==> src/rtl/tjmono2_tx_emu_if.sv <==
// Word-input handshake between a hit-word source and the TJ-Monopix2 TX emulator.
interface tjmono2_tx_emu_if;
   logic        ENABLE;
   logic [31:0] DATA_IN;
   logic        DATA_VALID;
   logic        DATA_READY;

   modport master (output ENABLE, output DATA_IN, output DATA_VALID, input DATA_READY);
   modport slave  (input ENABLE, input DATA_IN, input DATA_VALID, output DATA_READY);
endinterface

==> src/rtl/tjmono2_tx_emu.sv <==
// TJ-Monopix2 chip-side transmitter emulator: frames 32-bit hit words as
// K28.1, four 8b10b data bytes (MSB first), K28.3, with K28.5 commas on the
// idle line; one serial bit per BUS_CLK, each symbol sent LSB (bit a) first.
module tjmono2_tx_emu #(
   parameter int unsigned IDLE_MIN      = 2,
   parameter bit          INVERT_OUTPUT = 1'b0
) (
   input  logic            BUS_CLK,
   input  logic            BUS_RST,
   tjmono2_tx_emu_if.slave bus,
   output logic            TX_DATA,
   output logic            BUSY,
   output logic [15:0]     WORD_CNT
);

   typedef enum logic [2:0] {
      ST_IDLE, ST_SOF, ST_D3, ST_D2, ST_D1, ST_D0, ST_EOF
   } state_t;

   // Symbols written in abcdeifghj order, bit a at the MSB.
   localparam logic [9:0] K28_5_N = 10'b0011111010;
   localparam logic [9:0] K28_5_P = 10'b1100000101;
   localparam logic [9:0] K28_1_N = 10'b0011111001;
   localparam logic [9:0] K28_1_P = 10'b1100000110;
   localparam logic [9:0] K28_3_N = 10'b0011110011;
   localparam logic [9:0] K28_3_P = 10'b1100001100;

   localparam logic [3:0] IDLE_MIN_C = 4'(IDLE_MIN);

   state_t      state_q, state_d;
   logic [3:0]  bit_cnt_q, bit_cnt_d;
   logic [3:0]  idle_cnt_q, idle_cnt_d;
   logic [9:0]  sr_q, sr_d;
   logic        rd_q, rd_d;        // disparity at the start of the symbol in flight (1 = RD+)
   logic        unbal_q, unbal_d;  // symbol in flight flips the disparity
   logic        busy_q, busy_d;
   logic [31:0] data_q, data_d;
   logic [15:0] word_cnt_q, word_cnt_d;

   logic        boundary;
   logic        ready;
   logic        accept;
   logic        rd_cur;
   logic [9:0]  sym;

   // 5b/6b table, RD- column (abcdei, a at MSB)
   function automatic logic [5:0] tbl6(input logic [4:0] x);
      case (x)
         5'd0:  tbl6 = 6'b100111;  5'd1:  tbl6 = 6'b011101;
         5'd2:  tbl6 = 6'b101101;  5'd3:  tbl6 = 6'b110001;
         5'd4:  tbl6 = 6'b110101;  5'd5:  tbl6 = 6'b101001;
         5'd6:  tbl6 = 6'b011001;  5'd7:  tbl6 = 6'b111000;
         5'd8:  tbl6 = 6'b111001;  5'd9:  tbl6 = 6'b100101;
         5'd10: tbl6 = 6'b010101;  5'd11: tbl6 = 6'b110100;
         5'd12: tbl6 = 6'b001101;  5'd13: tbl6 = 6'b101100;
         5'd14: tbl6 = 6'b011100;  5'd15: tbl6 = 6'b010111;
         5'd16: tbl6 = 6'b011011;  5'd17: tbl6 = 6'b100011;
         5'd18: tbl6 = 6'b010011;  5'd19: tbl6 = 6'b110010;
         5'd20: tbl6 = 6'b001011;  5'd21: tbl6 = 6'b101010;
         5'd22: tbl6 = 6'b011010;  5'd23: tbl6 = 6'b111010;
         5'd24: tbl6 = 6'b110011;  5'd25: tbl6 = 6'b100110;
         5'd26: tbl6 = 6'b010110;  5'd27: tbl6 = 6'b110110;
         5'd28: tbl6 = 6'b001110;  5'd29: tbl6 = 6'b101110;
         5'd30: tbl6 = 6'b011110;  default: tbl6 = 6'b101011;
      endcase
   endfunction

   // 3b/4b table, RD- column (fghj, f at MSB); y=7 is the primary P7 code
   function automatic logic [3:0] tbl4(input logic [2:0] y);
      case (y)
         3'd0: tbl4 = 4'b1011;  3'd1: tbl4 = 4'b1001;
         3'd2: tbl4 = 4'b0101;  3'd3: tbl4 = 4'b1100;
         3'd4: tbl4 = 4'b1101;  3'd5: tbl4 = 4'b1010;
         3'd6: tbl4 = 4'b0110;  default: tbl4 = 4'b1110;
      endcase
   endfunction

   // Data byte encoder; rd = 1 means RD+ entering the symbol
   function automatic logic [9:0] enc_data(input logic [7:0] d, input logic rd);
      logic [4:0] x;
      logic [2:0] y;
      logic [5:0] c6;
      logic [3:0] c4;
      logic       rd6;
      x  = d[4:0];
      y  = d[7:5];
      c6 = tbl6(x);
      if (rd && (($countones(c6) != 3) || (x == 5'd7)))
         c6 = ~c6;
      rd6 = ($countones(c6) == 3) ? rd : ~rd;
      if ((y == 3'd7) &&
          ((!rd6 && ((x == 5'd17) || (x == 5'd18) || (x == 5'd20))) ||
           ( rd6 && ((x == 5'd11) || (x == 5'd13) || (x == 5'd14)))))
         c4 = 4'b0111;
      else
         c4 = tbl4(y);
      if (rd6 && (($countones(c4) != 2) || (y == 3'd3)))
         c4 = ~c4;
      return {c6, c4};
   endfunction

   assign boundary       = (bit_cnt_q == 4'd9);
   assign ready          = boundary && (state_q == ST_IDLE) && (idle_cnt_q >= IDLE_MIN_C) && bus.ENABLE;
   assign accept         = ready && bus.DATA_VALID;
   // The reset value of sr_q is already a K28.5 RD- in flight, so the disparity
   // for the next symbol is the in-flight start disparity flipped if unbalanced.
   assign rd_cur         = rd_q ^ unbal_q;
   assign bus.DATA_READY = ready;

   // Framing FSM, symbol selection, shifter and disparity next-state
   always_comb begin
      state_d    = state_q;
      idle_cnt_d = idle_cnt_q;
      busy_d     = busy_q;
      data_d     = data_q;
      word_cnt_d = word_cnt_q;
      sym        = rd_cur ? K28_5_P : K28_5_N;
      bit_cnt_d  = boundary ? 4'd0 : bit_cnt_q + 4'd1;
      sr_d       = {1'b0, sr_q[9:1]};
      rd_d       = rd_q;
      unbal_d    = unbal_q;
      if (boundary) begin
         unique case (state_q)
            ST_IDLE: begin
               if (accept) begin
                  sym        = rd_cur ? K28_1_P : K28_1_N;
                  state_d    = ST_D3;
                  data_d     = bus.DATA_IN;
                  word_cnt_d = word_cnt_q + 16'd1;
                  busy_d     = 1'b1;
               end else begin
                  busy_d = 1'b0;
                  if (idle_cnt_q < IDLE_MIN_C)
                     idle_cnt_d = idle_cnt_q + 4'd1;
               end
            end
            ST_SOF: begin
               sym     = rd_cur ? K28_1_P : K28_1_N;
               state_d = ST_D3;
            end
            ST_D3: begin
               sym     = enc_data(data_q[31:24], rd_cur);
               state_d = ST_D2;
            end
            ST_D2: begin
               sym     = enc_data(data_q[23:16], rd_cur);
               state_d = ST_D1;
            end
            ST_D1: begin
               sym     = enc_data(data_q[15:8], rd_cur);
               state_d = ST_D0;
            end
            ST_D0: begin
               sym     = enc_data(data_q[7:0], rd_cur);
               state_d = ST_EOF;
            end
            ST_EOF: begin
               sym        = rd_cur ? K28_3_P : K28_3_N;
               idle_cnt_d = '0;
               state_d    = ST_IDLE;
            end
            default: state_d = ST_IDLE;
         endcase
         sr_d    = {<<{sym}};
         rd_d    = rd_cur;
         unbal_d = ($countones(sym) != 5);
      end
   end

   // State registers; reset restarts the line with a K28.5 RD- in flight
   always_ff @(posedge BUS_CLK or posedge BUS_RST) begin
      if (BUS_RST) begin
         state_q    <= ST_IDLE;
         bit_cnt_q  <= '0;
         idle_cnt_q <= '0;
         sr_q       <= {<<{K28_5_N}};
         rd_q       <= 1'b0;
         unbal_q    <= 1'b1;
         busy_q     <= 1'b0;
         data_q     <= '0;
         word_cnt_q <= '0;
      end else begin
         state_q    <= state_d;
         bit_cnt_q  <= bit_cnt_d;
         idle_cnt_q <= idle_cnt_d;
         sr_q       <= sr_d;
         rd_q       <= rd_d;
         unbal_q    <= unbal_d;
         busy_q     <= busy_d;
         data_q     <= data_d;
         word_cnt_q <= word_cnt_d;
      end
   end

   assign TX_DATA  = sr_q[0] ^ INVERT_OUTPUT;
   assign BUSY     = busy_q;
   assign WORD_CNT = word_cnt_q;

endmodule

==> src/flat_wrapper.sv <==
// flat-port wrapper written by rule: the top's interface ports become plain ports
module tjmono2_tx_emu_flat 
#(
   parameter int unsigned IDLE_MIN      = 2,
   parameter bit          INVERT_OUTPUT = 1'b0
)
  (BUS_CLK, BUS_RST, TX_DATA, BUSY, WORD_CNT, bus_ENABLE, bus_DATA_IN, bus_DATA_VALID, bus_DATA_READY);
  tjmono2_tx_emu_if bus_i ();
  input  logic BUS_CLK;
  input  logic BUS_RST;
  output logic TX_DATA;
  output logic BUSY;
  output logic [15:0] WORD_CNT;
  input wire logic [$bits(bus_i.ENABLE)-1:0] bus_ENABLE;
  input wire logic [$bits(bus_i.DATA_IN)-1:0] bus_DATA_IN;
  input wire logic [$bits(bus_i.DATA_VALID)-1:0] bus_DATA_VALID;
  output wire logic [$bits(bus_i.DATA_READY)-1:0] bus_DATA_READY;
  assign bus_i.ENABLE = bus_ENABLE;
  assign bus_i.DATA_IN = bus_DATA_IN;
  assign bus_i.DATA_VALID = bus_DATA_VALID;
  assign bus_DATA_READY = bus_i.DATA_READY;
  tjmono2_tx_emu #(.IDLE_MIN(IDLE_MIN), .INVERT_OUTPUT(INVERT_OUTPUT)) u_core (.BUS_CLK(BUS_CLK), .BUS_RST(BUS_RST), .bus(bus_i), .TX_DATA(TX_DATA), .BUSY(BUSY), .WORD_CNT(WORD_CNT));
endmodule
==> config.mk <==
export PLATFORM = sky130hd
export DESIGN_NAME = tjmono2_tx_emu_flat
export DESIGN_NICKNAME = d
export VERILOG_FILES = /design/src/rtl/tjmono2_tx_emu_if.sv /design/src/rtl/tjmono2_tx_emu.sv /design/src/flat_wrapper.sv
export SDC_FILE = /design/constraint.sdc
export NUM_CORES = 1
export LEC_CHECK = 0
export ABC_AREA = 1
export CAP_MARGIN = 5
export CORE_ASPECT_RATIO = 0.9
export CORE_UTILIZATION = 65
export DETAILED_ROUTE_END_ITERATION = 8
export GPL_TIMING_DRIVEN = 0
export PLACE_DENSITY = 0.87
export SETUP_SLACK_MARGIN = 0.3
export SLEW_MARGIN = 15
export SYNTH_ARGS = -nofsm -noshare
export SYNTH_HDL_FRONTEND = slang
export SYNTH_SLANG_ARGS = --single-unit
==> constraint.sdc <==
create_clock -name BUS_CLK -period 17.91 [get_ports BUS_CLK]
set_clock_uncertainty 0.15 [all_clocks]
set_input_delay 2.6865 -clock BUS_CLK [delete_from_list [all_inputs] [get_ports BUS_CLK]]
set_output_delay 2.6865 -clock BUS_CLK [all_outputs]
set_load 0.005 [all_outputs]
==> flow_summary.toml <==
[die]
die-width_um = 114.3
start_util_pct = 67.39
die_y_um = 103.1
rows = 36
dieArea_um2 = 11780
io_pins = 55
core_area_um2 = 10950

[placed_design]
gp_congestion = 0.9859
dp_hpwl_um = 13630
numPortBuffers = 54
dp_cells = 1279

[cts]
cts_hold_buf = 0
cts_root_buf = "clkbuf_16"
clk_path_buf_depth = 2
cts-resized-gates = 0
numCtsBuffers = 9
clkTransAtPathRegs_ns = 0.07
clkSinkCount = 72
postCtsSetupBuffers = 0
insertion_delay_ns = 0.35
htree_levels = 3
cts_tree = "done"

[detailed_routing]
vias_per_cell = 5.611
via_count = 7266
dr.first_iter.drc_count = 663
drc_errors = 0
wl_per_cell_um = 14.20
dr.pass1.iters = 8
ant_nets = 0
drt_wl_total_um = 18390

[global_routing]
grt_first_pass_wirelength_um = 30440
gr-usage-met2_pct = 53.94
track_usage_pct = 32.78
grt_pass1_vias = 6717
grt_use_met3_pct = 4.997
gr-total-overflow = 0
gr-usage-met1_pct = 44.05
grt_max_degree = 46
antenna_found_initial = 0
grt_busiest_layer = "met2"

[timing]
fin_crit_sh_pct = 51.94
setup_viol_count_final = 0
fin_setup_tns_ns = 0
slew_headroom_pct = 51.42
tightest_slew_ns = 0.7260
fin_crit_ns = 9.303
hold_violations = 0
slew_viol_final = 0
rsz0062_at_grt = "no"
max_freq_ghz = 0.1075
whs_ns = 0.3095

[layout]
num_antenna_cells = 0
layout_common_cells = "nand2_1 (330), inv_1 (144), nand3_1 (89)"
final_cell_count_no_fill = 1295
fin_nets = 1266
area_delta_synth_final_pct = 15.06
num-fill-cells = 839
multi_input_area_um2 = 4792
drive_gt1_share_pct = 8.311
final_common_cell = "nand2_1"
ff_latch_area_um2 = 1810

[logic_synthesis]
synth_compound_area_share_pct = 12.01
synth_top_family_by_area = "simple AND/OR/NAND/NOR gates"
synth-seq-area-share_pct = 24.55
netlist_area_um2 = 7376
synthFlopType = "dfrtp_1"
ys_warn_count = 0
ys_types = 54
synth_fa_ha_area_share_pct = 17.74
async_flop_share_pct = 100.0
synth-xor-area-share_pct = 2.612
synth_enable_flop_cells = 0
synth_cells = 1072
ys_ff_latch = 72
syn_nets = 1200
muxShareOfSynthArea_pct = 0
yosys.area_share.simple_pct = 32.60
postSynthAreaPerCell_um2 = 6.880

[hold_path]
holdCritStartpoint = "u_core.sr_q[5]$_DFF_PP1_"
hp-class = "flop to flop"
holdPathStages = 2
worst_hold_path.endpoint = "u_core.sr_q[4]$_DFF_PP1_"

[power_and_ir_drop]
p_leak_uw = 0.004437
swShare_pct = 43.08
p_int_uw = 480.4
p_comb_share_pct = 53.3
pwr-share-seq_pct = 20.8
peakVddDrop_v = 0.00007156
clkPwrFrac_pct = 25.9
p_sw_uw = 363.7
p_per_area_nw_per_um2 = 99.46
p_total_uw = 844.1

[critical_path]
critical_path_class = "flop to flop"
critPathRequiredTime_ns = 18.03
start_kind = "flop"
crit_path_top_delay_cell = "fa_1"
slowest_delay_ns = 0.55
worstPathArrival_ns = 9.42
reg2regPathDepth = 48
worst-path-max-fanout = 8
r2r-start = "u_core.data_q[8]$_DFFE_PP0P_"
crit_top_cell = "nand2_1"
rrSetupSlack_ns = 8.61
end_kind = "flop"
r2r-end = "u_core.unbal_q$_DFFE_PP1N_"

[run_status]
status = "finished clean"

[flow_run]
maxCapViolCount = 0
## registers in the layout (all words and copies together) (netlist names)
register           flops
u_core.data_q         32
u_core.WORD_CNT       16
u_core.sr_q           10
u_core.bit_cnt_q       4
u_core.idle_cnt_q      4
u_core.state_q         3
u_core.BUSY            1
u_core.rd_q            1
u_core.unbal_q         1
## power by group through the flow
stage | Combinational [uW] | Clock, uW | Sequential [uW]
2_1_floorplan | 332 | 0 | 177
3_3_place_gp | 402 | 0 | 178
3_5_place_dp | 423 | 0 | 178
4_1_cts | 443 | 219 | 175
5_1_grt | 511 | 225 | 176
6_report | 450 | 219 | 176
## kinds of logic (layout without fill, tap and decap cells)
kind of cell | count (synthesis) | after routing
buffers and inverters | 183 | 254
xor gates and xnor gates | 22 | 22
and+or+nand+nor | 550 | 550
adders and majority gates | 92 | 92
DFF | 72 | 72
AOI/OAI and AO/OA | 153 | 153
## synth_stat cells, types with 9 or more instances
cell type | count | area share [%]
nand4_1 | 9 | 0.76
fa_1 | 21 | 5.7
o21ai_0 | 73 | 5.0
inv_1 | 145 | 7.4
o211ai_1 | 13 | 1.3
inv_2 | 11 | 0.56
nand3_1 | 89 | 6.0
xor2_1 | 14 | 1.7
nor2_1 | 73 | 3.7
nand2_1 | 330 | 17
a21oi_1 | 32 | 2.2
dfrtp_1 | 65 | 22
o21ai_1 | 9 | 0.61
ha_1 | 71 | 12
## worst max-delay path by stage
stage | from | to | slack [ns] | depth (start not counted)
final | u_core.data_q[8]$_DFFE_PP0P_ | u_core.unbal_q$_DFFE_PP1N_ | 8.61 | 48
after global routing | u_core.data_q[24]$_DFFE_PP0P_ | u_core.unbal_q$_DFFE_PP1N_ | 7.85 | 49
after CTS | u_core.data_q[8]$_DFFE_PP0P_ | u_core.unbal_q$_DFFE_PP1N_ | 8.69 | 48
after detailed placement | u_core.data_q[24]$_DFFE_PP0P_ | u_core.unbal_q$_DFFE_PP1N_ | 8.82 | 47
after global placement | u_core.data_q[24]$_DFFE_PP0P_ | u_core.unbal_q$_DFFE_PP1N_ | 8.98 | 47
after floorplan | u_core.data_q[9]$_DFFE_PP0P_ | u_core.unbal_q$_DFFE_PP1N_ | 9.72 | 47
## routing by layer
| layer | share of wire (%) | vias to the layer above |
|---|---|---|
| li1 | - | 3566 |
| met4 | 2.4 | 0 |
| met5 | 0 | - |
| met2 | 46 | 318 |
| met1 | 44 | 3337 |
| met3 | 7.1 | 45 |
## critical path: cells and delay by family, from the launching register on
family	cells	cell delay, ns
compound gates	4	0.77
fa+ha+maj	13	4.68
buf+inv	8	0.78
flops	1	0.44
simple gates	23	2.42
## stage by stage
step           setup WS, ns  utilization (%)  area [um^2]
6_report              8.608            77.54         8487
5_1_grt               7.845            77.54         8487
4_1_cts               8.689            77.54         8487
3_5_place_dp          8.824            74.34         8137
3_3_place_gp          8.982            74.06         8107
2_1_floorplan         9.723                -         7376
## layout make-up
type,instances,share of cell area [%]
Timing Repair Buffer,55,6.693
Sequential cell,72,21.33
Clock inverter,7,1.474
Inverter,162,7.312
Tap cell,152,2.241
Clock buffer,9,2.654
Buffer,21,1.828
Multi-Input combinational cell,817,56.46
Note: power is estimated with default switching activity, not from simulation.
